### config.mk
export PLATFORM = sky130hd
export DESIGN_NAME = stream_crossbar
export DESIGN_NICKNAME = d
export VERILOG_FILES = /design/src/rtl/stream_crossbar.sv
export SDC_FILE = /design/constraint.sdc
export NUM_CORES = 1
export LEC_CHECK = 0
export ABC_AREA = 1
export ABC_CLOCK_PERIOD_IN_PS = 11600
export CORE_UTILIZATION = 50
export DETAILED_ROUTE_END_ITERATION = 16
export PLACE_DENSITY_LB_ADDON = 0.08
export SLEW_MARGIN = 20
export SYNTH_ARGS = -nofsm -noshare
export SYNTH_HDL_FRONTEND = slang
export SYNTH_SLANG_ARGS = --single-unit
### constraint.sdc
create_clock -name clk -period 11.6 [get_ports clk]
set_clock_uncertainty 0.15 [all_clocks]
set_input_delay 2.32 -clock clk [delete_from_list [all_inputs] [get_ports clk]]
set_output_delay 2.32 -clock clk [all_outputs]
set_load 0.05 [all_outputs]
### src/rtl/stream_crossbar.sv
// Packet-switched stream crossbar with one round-robin arbiter per output.
// Each arbiter holds its grant for a whole packet; the data path is combinational.
module stream_crossbar #(
  parameter int T_DATA_WIDTH = 8,
  parameter int S_DATA_COUNT = 5,
  parameter int M_DATA_COUNT = 3,
  parameter int T_ID___WIDTH = $clog2(S_DATA_COUNT),
  parameter int T_DEST_WIDTH = $clog2(M_DATA_COUNT)
) (
  input  logic                                 clk,
  input  logic                                 rst_n,
  input  logic [T_DATA_WIDTH*S_DATA_COUNT-1:0] s_data_i,
  input  logic [T_DEST_WIDTH*S_DATA_COUNT-1:0] s_dest_i,
  input  logic [S_DATA_COUNT-1:0]              s_last_i,
  input  logic [S_DATA_COUNT-1:0]              s_valid_i,
  output logic [S_DATA_COUNT-1:0]              s_ready_o,
  output logic [T_DATA_WIDTH*M_DATA_COUNT-1:0] m_data_o,
  output logic [T_ID___WIDTH*M_DATA_COUNT-1:0] m_id_o,
  output logic [M_DATA_COUNT-1:0]              m_last_o,
  output logic [M_DATA_COUNT-1:0]              m_valid_o,
  input  logic [M_DATA_COUNT-1:0]              m_ready_i
);

  localparam int DW = T_DATA_WIDTH;
  localparam int S  = S_DATA_COUNT;
  localparam int M  = M_DATA_COUNT;
  localparam int IW = T_ID___WIDTH;
  localparam int TW = T_DEST_WIDTH;

  logic [M-1:0]  lock;
  logic [IW-1:0] src [M];
  logic [IW-1:0] ptr [M];
  logic [M-1:0]  gv;
  logic [IW-1:0] g [M];

  // Scan from lowest to highest priority so the last hit wins.
  always_comb begin : arb
    int idx;
    idx = 0;
    for (int m = 0; m < M; m++) begin
      gv[m] = 1'b0;
      g[m]  = '0;
      if (lock[m]) begin
        gv[m] = 1'b1;
        g[m]  = src[m];
      end else begin
        for (int k = S - 1; k >= 0; k--) begin
          idx = (int'(ptr[m]) + k) % S;
          if (s_valid_i[idx] &&
              s_dest_i[idx*TW +: TW] == TW'(m)) begin
            gv[m] = 1'b1;
            g[m]  = IW'(idx);
          end
        end
      end
    end
  end

  always_comb begin : fwd
    int  gi;
    logic hit;
    gi        = 0;
    hit       = 1'b0;
    m_valid_o = '0;
    m_data_o  = '0;
    m_id_o    = '0;
    m_last_o  = '0;
    s_ready_o = '0;
    for (int m = 0; m < M; m++) begin
      if (gv[m]) begin
        gi  = int'(g[m]);
        hit = (s_dest_i[gi*TW +: TW] == TW'(m));
        m_valid_o[m]         = s_valid_i[gi] && hit;
        m_data_o[m*DW +: DW] = s_data_i[gi*DW +: DW];
        m_id_o[m*IW +: IW]   = g[m];
        m_last_o[m]          = s_last_i[gi];
        if (hit && m_ready_i[m])
          s_ready_o[gi] = 1'b1;
      end
    end
  end

  always_ff @(posedge clk or negedge rst_n) begin
    if (!rst_n) begin
      lock <= '0;
      for (int m = 0; m < M; m++) begin
        src[m] <= '0;
        ptr[m] <= '0;
      end
    end else begin
      for (int m = 0; m < M; m++) begin
        if (m_valid_o[m] && m_ready_i[m]) begin
          if (m_last_o[m]) begin
            lock[m] <= 1'b0;
            ptr[m]  <= IW'((int'(g[m]) + 1) % S);
          end else begin
            lock[m] <= 1'b1;
            src[m]  <= g[m];
          end
        end
      end
    end
  end

endmodule

==> summary.txt, run 1 <==
Floorplanning
  • Die Span X: 135 µm
  • CORE AREA: 17200 µm²
  • I/O pins: 109
  • DIE AREA: 18200 µm²
  • Initial Utilization: 51.1%
  • Rows: 48
  • Die H: 135 µm

GRT
  • Met2 Use GR: 53.1%
  • Largest net degree at the start of global routing: 36
  • Vias in the first global route: 9642
  • Met1 usage: 38.7%
  • Global-route wire length before repair: 45400 µm
  • Grt ovf: 0
  • Grt peak-use layer: met2
  • Initial antenna violation count: 0
  • Global Route Usage Sum: 30.3%
  • Met3 usage: 2.70%

Drt
  • Routed vias: 10600
  • Initial DRC Count: 850
  • Vias per inst: 5.64
  • Detailed Routing Iterations Pass 1: 6
  • ANT nets after route: 0
  • DR DRC count: 0
  • WL final: 27700 µm
  • Routed wire per std cell: 14.7 µm

Synth
  • Area leader, netlist: nand2_1
  • Mapped Cells: 1578
  • Sequential area share after synthesis: 5.97%
  • FF+latch count, synth: 21
  • Area contributors post-synth: nand2_1, nand3_1, ha_1
  • Area fraction of the dominant cell type after synthesis: 19.7%
  • Syn Area/Cell: 5.58 µm²
  • Post-synth top flop: dfrtp_1
  • Netlist Area Pre-Place: 8810 µm²
  • Syn Nets: 1721
  • Top cells by count, synth: nand2_1, inv_1, nand3_1
  • Post-synth EDFFs: 0
  • Yosys warnings: 0
  • Distinct cell type count after synthesis: 59
  • Synth async-reset ratio: 100%
  • Dominant cell by count in the synthesized netlist: nand2_1

Worst setup path
  • Worst Setup End Kind: output port
  • Maximum fanout along the worst path: 32
  • CP Launch Type: primary input
  • Critical Path RT: 9130 ps
  • Data arrival time of the critical path: 7320 ps
  • WS Path Type: in2out

STA
  • Max-slew headroom: 36.0%
  • Slew Limit Fails: 0
  • Final critical-path share of the clock period: 84.4%
  • FMAX: 0.102 GHz
  • PnR worst setup slack: 1810 ps
  • Final Hold Fails: 0
  • Slew at the pin with the worst max-slew slack: 957 ps
  • Setup_tns: 0 ps
  • Final Critical Period: 9790 ps
  • Endpoints failing setup: 0
  • RSZ-0062 raised after global routing: no

Clock network
  • Setup Buffers After CTS: 0
  • H-tree depth: 1
  • CTS tree: built
  • Clock sinks: 21
  • Worst-Skew Late Latency: 270 ps
  • CTS Buf Count: 3
  • Cts-stage hold buffer count: 0
  • Longest Clk Path Bufs: 2
  • Post-cts resize count: 0
  • Root buf cell: clkbuf_16
  • Clock Pin Slew Worst Setup and Hold Paths: 60 ps

Placement
  • Pre-CTS setup slack: 1980 ps
  • Placer Congestion: 0.987
  • Detailed placement HPWL: 21900 µm
  • Area after DPL: 10000 µm²
  • IO buf count: 108

Cells and area
  • # diodes: 0
  • Area Growth Syn to Fin: 14.4%
  • Post-route cell area: 10100 µm²
  • Final net count: 1804
  • Final core occ: 58.5%
  • Fillers: 1785
  • Layout cells sized above 1: 8.61%

Worst hold path
  • Worst Hold Class: reg2reg

Run
  • Max-cap violation count: 0

Status
  • Outcome: complete, no violations
final cells by class:
type / instances / area (µm²) / area share (%)
flip-flops and latches: 21 / 526 / 5.21
repair buffers: 111 / 1100 / 10.9
multi-input cells: 1270 / 7140 / 70.8
inverters: 254 / 956 / 9.48
clock buffers: 4 / 78.8 / 0.782
well taps: 225 / 282 / 2.79
cell families after synthesis:
logic type,count (synthesis),share of synthesized area (%)
simple gates,917,49.4
buf+inv,287,13.0
xor+xnor,31,3.38
fa+ha+maj,78,11.2
compound gates,244,17.0
flops,21,5.97
cells in the final DEF, fill, tap and decap left out, types with 3 or more instances in the layout:
master / count
a211oi_1: 3
nand2_2: 38
o21ai_4: 3
nand4_1: 40
nand2_4: 17
o211ai_1: 35
inv_2: 17
xor2_1: 23
dfrtp_1: 21
nor3_1: 14
nand3_2: 14
a21oi_2: 5
o22ai_1: 14
o21ai_1: 22
ha_1: 77
nor2_1: 86
nand2_1: 463
inv_1: 233
o21ai_2: 4
a31oi_1: 10
clkbuf_16: 3
a221oi_1: 8
nor3b_1: 8
nand3_1: 197
or2_2: 10
nor2_2: 6
nor3_2: 4
buf_4: 3
nor2_4: 7
xnor2_1: 6
clkdlybuf4s50_1: 108
a21oi_1: 44
o21ai_0: 83
worst max-delay path, cell delays in order:
cell,delay (ps)
clkdlybuf4s50_1,720
inv_1,190
nor3_1,520
inv_1,160
nand2_1,100
nand3_1,70
nand3_1,150
nand2_2,100
nand2_1,60
nand3_1,70
nand3_1,80
nand2_1,70
nand2_1,70
nand2_2,240
inv_1,800
nand2_1,150
nand3_1,170
nand3_2,110
nand2_2,100
inv_1,110
nand3_1,90
nand3_1,130
clkdlybuf4s50_1,720
metrics by stage:
step,cells,hold WS (ps)
finish,1885,321
detailed placement,1881,308
floorplan,1578,284
CTS,1885,324
global route,1885,337
global placement,1881,301
final timing paths:
path	slack, ps	end	cells after the start	startpoint
min reg2reg	320	src[5]	2	src[5]
max	1810	s_ready_o[0]	23	s_valid_i[2]
max reg2reg	4420	ptr[0]	40	ptr[0]
min in group asynchronous	2260	src[6]	2	rst_n
min	320	src[5]	2	src[5]
max in group asynchronous	8790	ptr[3]	2	rst_n
flip-flops by register name, indices dropped and copies added, names as in the netlist:
signal / cells
lock: 3
ptr: 9
src: 9
metal layers:
metal  part of all wire (%)  vias up  routed length (µm)
met1                     44     4822               12200
li1                       -     5357                   -
met5                      0        -                   0
met4                    2.8        0                 782
met2                     47      399               13100
met3                    6.0       58                1660
Power of run 1 is not shown: default switching activity piles up to over one toggle a cycle in this logic, so the estimate is an artifact.
==> inputs of run 2 (changes only) <==
ABC_CLOCK_PERIOD_IN_PS = 9200   (was 11600)
clock period = 9.2 ns   (was 11.6 ns; I/O delays follow)
==> run 2 against run 1 <==
Against the previous run: via count decreased by 0.39%; routed wire length about the same; first-iteration DRC count increased by 2.8%.
==> summary.txt, run 2 (synthesis gave the netlist of run 1 again) <==
Worst setup path
  • Data arrival time of the critical path: 6570 ps
  • Critical Path Most Common Cell: inv_1
  • Slowest CP cell: clkdlybuf4s50_1
  • Maximum fanout along the worst path: 24
  • Crit path max-delay family: buffers and inverters
  • CP Launch Type: primary input
  • CP bufs+invs: 6
  • R2r worst-path depth: 43
  • Worst Setup End Kind: output port
  • WS Path Type: in2out
  • Worst path max stage delay: 820 ps
  • Worst-path cell chain: clkdlybuf4s50_1 > inv_1 > nor3_1 > nand3_1 > nand2_1 > inv_1 > o21ai_1 > nand3b_1 > nor2_1 > a21oi_1 > nand2_1 > nand2_2 > nand2_4 > nand2_4 > inv_1 > nor2_1 > o21ai_1 > nand4_2 > clkinv_2 > clkdlybuf4s50_1
  • Critical Path RT: 7210 ps
  • Worst path depth: 20

STA
  • Slew Limit Fails: 0
  • Final Critical Period: 8560 ps
  • Setup_tns: 0 ps
  • Final Hold Fails: 0
  • Max-slew headroom: 44.8%
  • RSZ-0062 raised after global routing: no
  • Slew at the pin with the worst max-slew slack: 821 ps
  • Endpoints failing setup: 0
  • PnR worst setup slack: 636 ps
  • FMAX: 0.117 GHz
  • Final critical-path share of the clock period: 93.1%

GRT
  • Vias in the first global route: 9533
  • Grt ovf: 0
  • Global-route wire length before repair: 45000 µm
  • Initial antenna violation count: 0
  • Global Route Usage Sum: 30.1%
  • Largest net degree at the start of global routing: 36

Clock network
  • Cts-stage hold buffer count: 0
  • Clock Pin Slew Worst Setup and Hold Paths: 70 ps
  • CTS Buf Count: 3
  • CTS tree: built
  • Longest Clk Path Bufs: 2
  • Root buf cell: clkbuf_16
  • Setup Buffers After CTS: 0
  • Clock sinks: 21
  • Post-cts resize count: 0
  • Worst-Skew Late Latency: 270 ps
  • H-tree depth: 1

Floorplanning
  • CORE AREA: 17200 µm²
  • I/O pins: 109
  • Die H: 135 µm
  • Initial Utilization: 51.1%
  • Die Span X: 135 µm
  • Rows: 48
  • DIE AREA: 18200 µm²

Drt
  • Detailed Routing Iterations Pass 1: 6
  • Metal2 WL: 12900 µm
  • ANT nets after route: 0
  • Initial DRC Count: 874
  • Routed vias: 10600
  • Top Layer Used: met4
  • DR DRC count: 0
  • WL met1: 12600 µm
  • Routed wire per std cell: 14.6 µm
  • Met3 wire length: 1650 µm
  • WL final: 27700 µm
  • Vias per inst: 5.60

Cells and area
  • Area Growth Syn to Fin: 15.0%
  • Final net count: 1810
  • # diodes: 0
  • Commonest non-fill, non-tap cell in the layout: nand2_1
  • Layout cells sized above 1: 9.00%
  • Biggest regs: ptr x9, src x9, lock x3
  • Most frequent cells in the layout: nand2_1, inv_1, nand3_1, clkdlybuf4s50_1, nor2_1

Placement
  • Detailed placement HPWL: 21800 µm
  • IO buf count: 108
  • Pre-CTS setup slack: 642 ps
  • Placer Congestion: 0.939

Worst hold path
  • Worst Hold Class: reg2reg
  • Hold depth: 2

Status
  • Outcome: complete, no violations

Run
  • Max-cap violation count: 0
## run 2: cell count changes in the layout (fill, tap and decap cells not counted), sizes merged
cell | before | now
clkinv | 4 | 5
clkbuf | 4 | 3
buf | 3 | 9
## run 2: worst paths after layout
| path | start | end | slack, ps |
|---|---|---|---|
| setup / recovery | s_valid_i[4] | m_last_o[1] | 640 |
| min in group asynchronous | rst_n | src[6] | 1790 |
| max in group asynchronous | rst_n | src[3] | 6850 |
| setup reg to reg | ptr[7] | ptr[7] | 2420 |
| hold / removal | src[4] | src[4] | 340 |
| hold reg to reg | src[4] | src[4] | 340 |
## run 2: final cells by class
class                      count  area, µm²
multi-input combinational   1270       7140
fill                        1731       7110
timing repair buffer         117       1150
inverter                     254        956
sequential                    21        526
tap                          225        282
clock buffer                   3       75.1
clock inverter                 1       5.00
## run 2: worst reg2reg max path, delay by kind of cell, from the launching register on
kind	cells	cell delay (ps)
xor gates and xnor gates	1	190
AOI/OAI and AO/OA	2	420
and+or+nand+nor	24	2870
DFF	1	550
adders and majority gates	7	1610
buffers and inverters	9	910
## run 2: per-layer routing
layer,GRT usage (%),vias to the layer above
met2,51.9,419
met3,1.99,57
li1,-,5368
met4,7.74,0
met5,0,-
met1,40.4,4750
## run 2: stage by stage
stage	cells	util [%]	hold WS, ps	area [µm²]
CTS	1891	58.8	329	10100
global placement	1887	58.3	300	10000
detailed placement	1887	58.3	312	10000
floorplan	1578	-	284	8810
global route	1891	58.8	348	10100
finish	1891	58.8	336	10100
Power of run 2 is left out for the same reason.
==> inputs of run 3 (changes only) <==
PLACE_DENSITY = 0.73   (was unset)
PLACE_DENSITY_LB_ADDON = unset   (was 0.08)
==> run 3 against run 2 <==
Against the previous run: critical path depth is the same; flip-flop and latch count unchanged; global-route usage grew 0.65 points; critical endpoint unchanged; largest cell class unchanged.
==> summary.txt, run 3 (synthesis gave the netlist of run 1 again) <==
Floorplanning
  • Die Span X: 135 µm
  • Rows: 48
  • I/O pins: 109
  • CORE AREA: 17200 µm²
  • Die H: 135 µm
  • Initial Utilization: 51.1%
  • DIE AREA: 18200 µm²

Clock network
  • CTS tree: built
  • Cts-stage hold buffer count: 0
  • H-tree depth: 1
  • Clock Pin Slew Worst Setup and Hold Paths: 60 ps
  • Longest Clk Path Bufs: 2
  • Root buf cell: clkbuf_16
  • Post-cts resize count: 0
  • Clock sinks: 21
  • Setup Buffers After CTS: 0
  • Worst-Skew Late Latency: 260 ps
  • CTS Buf Count: 3

STA
  • Endpoints failing setup: 0
  • Max-slew headroom: 50.6%
  • Final Critical Period: 8510 ps
  • FMAX: 0.117 GHz
  • Setup_tns: 0 ps
  • Slew at the pin with the worst max-slew slack: 736 ps
  • Slew Limit Fails: 0
  • RSZ-0062 raised after global routing: no
  • Final critical-path share of the clock period: 92.5%
  • Fin Hold WS: 328 ps
  • Final Hold Fails: 0

Worst hold path
  • Worst Hold Class: reg2reg

GRT
  • Vias in the first global route: 9756
  • Grt ovf: 0
  • Global-route wire length before repair: 46100 µm
  • Global Route Usage Sum: 30.7%
  • Largest net degree at the start of global routing: 36
  • Initial antenna violation count: 0

Placement
  • Placer Congestion: 0.956
  • Detailed placement HPWL: 22300 µm
  • IO buf count: 108

Drt
  • WL final: 28000 µm
  • ANT nets after route: 0
  • Detailed Routing Iterations Pass 1: 5
  • Routed vias: 10600
  • DR DRC count: 0
  • Vias per inst: 5.60
  • Routed wire per std cell: 14.8 µm
  • Initial DRC Count: 874

Worst setup path
  • Maximum fanout along the worst path: 24
  • Worst path max stage delay: 880 ps
  • Worst Setup End Kind: output port
  • Data arrival time of the critical path: 6520 ps
  • Worst-path cell chain: clkdlybuf4s50_1 > inv_1 > nor3_1 > nand3_1 > nand2_1 > inv_1 > o21ai_1 > nand3b_1 > nor2_1 > a21oi_1 > nand2_1 > nand2_2 > nand2_4 > nand2_4 > inv_1 > nor2_1 > o21ai_1 > nand4_2 > clkinv_2 > clkdlybuf4s50_1
  • Slowest CP cell: clkdlybuf4s50_1
  • CP Launch Type: primary input
  • WS Path Type: in2out
  • Critical Path Most Common Cell: inv_1
  • Critical Path RT: 7210 ps

Cells and area
  • Final net count: 1812
  • Area of the multi-input gates: 7140 µm²
  • Commonest non-fill, non-tap cell in the layout: nand2_1
  • Register Area: 526 µm²
  • Layout cells sized above 1: 9.17%
  • Biggest regs: ptr x9, src x9, lock x3
  • Fillers: 1764
  • Most frequent cells in the layout: nand2_1, inv_1, nand3_1, clkdlybuf4s50_1, nor2_1
  • Area Growth Syn to Fin: 15.1%

Run
  • Max-cap violation count: 0

Status
  • Outcome: complete, no violations
run 3: cell count changes in the layout (fill, tap and decap cells not counted):
cell,delta
clkdlybuf4s50_1,-1
buf_2,+1
buf_4,+2
diode_2,+1
run 3: cell type report:
cell class,instances,share of cell area (%)
repair buffers,119,11.4
well taps,225,2.78
clock buffers,3,0.740
diodes,1,0.0247
clock inverters,1,0.0494
flip-flops and latches,21,5.18
multi-input cells,1270,70.4
inverters,254,9.43
run 3: critical path: cells and delay by family:
family,cells,cell delay (ps)
buffers and inverters,6,2310
and+or+nand+nor,11,2020
AOI/OAI and AO/OA,3,320
run 3: metal layers:
| metal | wire length [µm] | vias to the layer above | global-route usage (%) |
|---|---|---|---|
| met5 | 0 | - | 0 |
| met3 | 1960 | 53 | 3.30 |
| met1 | 12600 | 4764 | 40.8 |
| li1 | - | 5378 | - |
| met2 | 12800 | 406 | 52.0 |
| met4 | 590 | 0 | 9.24 |
run 3: final timing paths:
kind                              start     endpoint  slack, ps  cells past startpoint
setup / recovery           s_valid_i[4]  m_last_o[1]        690                     20
hold / removal                   src[5]       src[5]        330                      2
setup reg to reg                 ptr[7]       ptr[7]       2550                     44
hold reg to reg                  src[5]       src[5]        330                      2
max in group asynchronous         rst_n       ptr[1]       7110                      1
min in group asynchronous         rst_n       src[8]       1410                      1
run 3: per-stage QoR:
step	worst slack [ps]	instance area (µm²)	cells	util, %
after floorplan	1900	8810	1578	-
after global placement	892	10100	1889	58.4
after CTS	756	10100	1893	58.8
after detailed placement	761	10100	1889	58.4
after global routing	284	10100	1893	58.8
final	688	10100	1894	58.8
Power of run 3 is left out for the same reason.
